--- src/rtl/booth_mul_sched.sv ---
// Shared iterative radix-2 Booth multiplier with a round-robin front end for two
// requesters and a valid/ready result port. One operation in flight at a time.
module booth_mul_sched #(
    parameter int WIDTH = 4
) (
    input  logic                 clk,
    input  logic                 rst,
    input  logic                 req0_valid,
    output logic                 req0_ready,
    input  logic [WIDTH-1:0]     req0_a,
    input  logic [WIDTH-1:0]     req0_b,
    input  logic                 req1_valid,
    output logic                 req1_ready,
    input  logic [WIDTH-1:0]     req1_a,
    input  logic [WIDTH-1:0]     req1_b,
    output logic                 rsp_valid,
    input  logic                 rsp_ready,
    output logic                 rsp_id,
    output logic [2*WIDTH-1:0]   rsp_product,
    output logic                 busy
);

    localparam int AW = 2*WIDTH + 2;
    localparam int CW = $clog2(WIDTH);

    typedef enum logic [1:0] {IDLE, LOAD, RUN, DONE} state_t;

    state_t            state, state_nxt;
    logic              last_grant, grant_id, grant;
    logic [WIDTH-1:0]  a_q, b_q;
    logic [WIDTH:0]    a_ext, upper_sum;
    logic [AW-1:0]     acc, acc_step;
    logic [CW-1:0]     cnt;
    logic              run_last;

    // Both valid: alternate away from whoever was served last.
    always_comb begin
        // NOTE: every always_comb output gets a default first so no latch is inferred.
        grant = 1'b0;
        if (req0_valid && req1_valid)
            grant = ~last_grant;
        else if (req1_valid)
            grant = 1'b1;
    end

    assign req0_ready = (state == IDLE) && req0_valid && !grant;
    assign req1_ready = (state == IDLE) && req1_valid &&  grant;
    assign rsp_valid  = (state == DONE);
    assign busy       = (state != IDLE);
    assign run_last   = (cnt == CW'(WIDTH-1));

    // Booth step: inspect {b_i, b_(i-1)}, add/subtract into the upper part, then
    // arithmetic shift the whole accumulator right by one.
    assign a_ext = {a_q[WIDTH-1], a_q};
    always_comb begin
        upper_sum = acc[AW-1:WIDTH+1];
        case (acc[1:0])
            2'b01:   upper_sum = acc[AW-1:WIDTH+1] + a_ext;
            2'b10:   upper_sum = acc[AW-1:WIDTH+1] - a_ext;
            default: upper_sum = acc[AW-1:WIDTH+1];
        endcase
        acc_step = {upper_sum[WIDTH], upper_sum, acc[WIDTH:1]};
    end

    always_comb begin
        state_nxt = state;
        case (state)
            IDLE:    if (req0_ready || req1_ready) state_nxt = LOAD;
            LOAD:    state_nxt = RUN;
            RUN:     if (run_last) state_nxt = DONE;
            DONE:    if (rsp_ready) state_nxt = IDLE;
            default: state_nxt = IDLE;
        endcase
    end

    // NOTE: sequential state uses non-blocking assignments so every register
    // samples pre-edge values regardless of statement order.
    always_ff @(posedge clk or posedge rst) begin
        if (rst)
            state <= IDLE;
        else
            state <= state_nxt;
    end

    always_ff @(posedge clk or posedge rst) begin
        if (rst) begin
            last_grant  <= 1'b1;
            grant_id    <= 1'b0;
            a_q         <= '0;
            b_q         <= '0;
            acc         <= '0;
            cnt         <= '0;
            rsp_product <= '0;
            rsp_id      <= 1'b0;
        end else begin
            if (req1_ready) begin
                a_q        <= req1_a;
                b_q        <= req1_b;
                grant_id   <= 1'b1;
                last_grant <= 1'b1;
            end else if (req0_ready) begin
                a_q        <= req0_a;
                b_q        <= req0_b;
                grant_id   <= 1'b0;
                last_grant <= 1'b0;
            end

            if (state == LOAD) begin
                acc <= {{(WIDTH+1){1'b0}}, b_q, 1'b0};
                cnt <= '0;
            end else if (state == RUN) begin
                acc <= acc_step;
                cnt <= cnt + 1'b1;
                // Result registers persist after the handshake; only rsp_valid qualifies them.
                if (run_last) begin
                    rsp_product <= acc_step[2*WIDTH:1];
                    rsp_id      <= grant_id;
                end
            end
        end
    end

endmodule

--- config.mk ---
export PLATFORM = sky130hd
export DESIGN_NAME = booth_mul_sched
export DESIGN_NICKNAME = d
export VERILOG_FILES = /design/src/rtl/booth_mul_sched.sv
export SDC_FILE = /design/constraint.sdc
export NUM_CORES = 1
export LEC_CHECK = 0
export CORE_MARGIN = 2
export CORE_UTILIZATION = 45
export DETAILED_ROUTE_END_ITERATION = 7
export GPL_TIMING_DRIVEN = 0
export HOLD_SLACK_MARGIN = 0.02
export PLACE_DENSITY = 0.71
export SYNTH_ARGS = -nofsm -noshare
export SYNTH_HDL_FRONTEND = slang
export SYNTH_SLANG_ARGS = --single-unit
--- constraint.sdc ---
create_clock -name clk -period 2.7 [get_ports clk]
set_clock_uncertainty 0.1 [all_clocks]
set_input_delay 0.675 -clock clk [delete_from_list [all_inputs] [get_ports clk]]
set_output_delay 0.675 -clock clk [all_outputs]
set_load 0.005 [all_outputs]
==> results.cfg <==
[power_and_ir_drop]
seqPwrFrac_pct = 26.9
power_per_cell_area_mw_per_mm2 = 1390
power_mw = 3.32
ir_worst_vdd_mv = 0.616
internal-power_mw = 1.95
p_sw_share_pct = 41.3
combPwrFrac_pct = 61.9
power.switching_mw = 1.37
power_frac_clock_pct = 11.2
power.leakage_nw = 1.11

[floorplanning]
start_util_pct = 47.2
die-area_mm2 = 0.00438
die_h_um = 66.2
io-pin-count = 34
coreArea_mm2 = 0.00369
rows = 22
die_x_um = 66.2

[placed_design]
routabilityCongestion = 0.731
place_area_mm2 = 0.00213
io_buffers = 33
dp_cells = 255
place_ws_ps = -321
place_hpwl_um = 2740

[routing]
num_vias = 1458
vias_per_cell = 5.23
first_pass_iters = 4
drc_errors = 0
antenna_left = 0
routed_wl_um = 3740
wl_per_cell_um = 13.4
drt-initial-drc-count = 31

[synth]
synthesis.nets = 208
ys_top_cells_by_area = dfrtp_1 (45%), ha_1 (8.6%), mux2i_1 (6.9%)
synthArstFlopShare_pct = 100
ys_seq_elements = 32
ys_warn_count = 0
synth_top_area_cell = dfrtp_1
synth.avg_cell_area_um2 = 10.0
ys.flop_type = dfrtp_1
netlist_instances = 174
synth.top_cell.area_share_pct = 44.5
netlist_area_mm2 = 0.00174
yosysSeqAreaShare_pct = 46.0
synth_cell_types = 36
synth_edf_count = 0

[grt]
grt.busiest_layer = met2
antenna_found_initial = 0
grt_max_degree = 33
grtUsageMet1_pct = 22.0
overflow = 0
grtUsageTotal_pct = 19.0
grt_pass1_vias = 1404
grt_util_met2_pct = 33.5
grt_pass1_wl_um = 6220
grtUsageMet3_pct = 4.77

[sta]
finalCritPeriodShare_pct = 95.0
rsz0062_at_grt = false
slew_violations = 0
fin_crit_ps = 2570
fmax_ghz = 0.390
setup_ws_ps = 135
tightestPinTransition_ps = 513
relSlewSlack_pct = 65.6
hold_viol = 0
setup_viol = 0
holdWs_ps = 381

[clock_network]
cts_htree_levels = 2
clk_pin_slew_ps = 60
cts_tree = built
cts-root-buf = clkbuf_8
clock_path_buffers = 2
clock_latency_ps = 280
cts-hold-fix-buffers = 0
cts_made_buffers = 5
clock_sinks = 32

[final_layout]
layout_common_cells = dfrtp_1 (31), clkdlybuf4s50_1 (30), inv_1 (17)
area_growth_pct = 37.6
layout_commonest_cell = dfrtp_1
n_antenna_cell = 0
drive_gt1_share_pct = 19.0
final_area_mm2 = 0.00240
finalNetCount = 264
fillCellCount = 307
layout.cells.non_filler = 279

[critical_path]
critPathMostFrequentCell = inv_1
path_cells = dlygate4sd2_1, inv_1, o211ai_1, inv_1, clkdlybuf4s50_1
critPathSlowestCell = clkdlybuf4s50_1
worstSetupStartpointType = primary input
cp-end-kind = output port
cp_max_fo = 3
timing_worst_setup_path_type = in2out
required_ps = 1920
cp.arrival_ps = 1790
slowest_delay_ps = 460

[status]
status = completed

[job]
maxCapViolCount = 0

[worst_hold_path]
hold_class = reg2reg
==> layer usage <==
layer	vias up	share of wire [%]
met5	-	0
met4	0	1.4
met3	5	4.6
met2	45	52
met1	704	42
li1	704	-
==> through the flow <==
| stage | utilization [%] | TNS (ps) |
|---|---|---|
| finish | 65.0 | 0 |
| global route | 65.0 | 0 |
| CTS | 61.9 | 0 |
| detailed placement | 57.8 | -448 |
| global placement | 57.8 | -410 |
| floorplan | - | 0 |
==> Yosys cell counts (2+ instances only) <==
master	instances
o211ai_1	2
mux2i_1	12
nand2b_1	3
mux2_2	7
o21ai_0	15
clkbuf_1	3
nor2_1	12
inv_1	20
a21oi_1	8
o22ai_1	5
a21o_1	2
buf_2	3
xnor2_1	3
ha_1	12
nand2_1	15
nor2b_1	2
dfrtp_1	31
==> critical path: cells and delay by family <==
kind,cells,cell delay (ps)
compound gates,1,260
buf+inv,4,850
==> power groups by stage <==
| stage | sequential, mW | clock (mW) | combinational [mW] |
|---|---|---|---|
| 2_1_floorplan | 0.861 | 0 | 1.29 |
| 3_3_place_gp | 0.884 | 0 | 1.69 |
| 3_5_place_dp | 0.906 | 0 | 1.80 |
| 4_1_cts | 0.899 | 0.377 | 1.86 |
| 5_1_grt | 0.924 | 0.403 | 2.27 |
| 6_report | 0.893 | 0.371 | 2.06 |
==> registers in the layout, summed over array words and instances, names as in the netlist <==
register and cells:
acc 9, rsp_product 8, a_q 4, b_q 4
cnt 2, state 2, grant_id 1, last_grant 1
rsp_id 1
==> cells by family after synthesis <==
logic type | after synthesis | share of synthesized area (%)
xor+xnor | 4 | 2.01
simple gates | 38 | 9.77
fa+ha+maj | 13 | 9.77
flops | 32 | 46.0
mux | 19 | 11.4
compound gates | 41 | 14.7
buf+inv | 27 | 6.25
==> area by class of cell <==
cell class	instances	area (µm²)	area share (%)
multi-input cells	115	862	36.0
flip-flops and latches	32	802	33.5
repair buffers	49	470	19.6
clock buffers	8	90.1	3.76
inverters	20	75.1	3.13
well taps	48	60.1	2.51
plain buffers	7	37.5	1.57
==> worst paths after layout <==
path	startpoint	slack, ps	depth (start not counted)	end
max in group asynchronous	rst	1510	3	rsp_product[4]
hold reg to reg	grant_id	380	1	grant_id
setup / recovery	req1_valid	130	5	req0_ready
min in group asynchronous	rst	570	2	state[0]
hold / removal	grant_id	380	1	grant_id
setup reg to reg	acc[0]	130	10	acc[7]
==> repair_timing <==
item / CTS / global route
resized for setup: 5 / 7
hold endpoints to repair: 0 / 0
setup buffers: 8 / 7
endpoints found under the setup margin: 2 / 4
pin swaps: 1 / 1
Power figures use the tool's default switching activity.
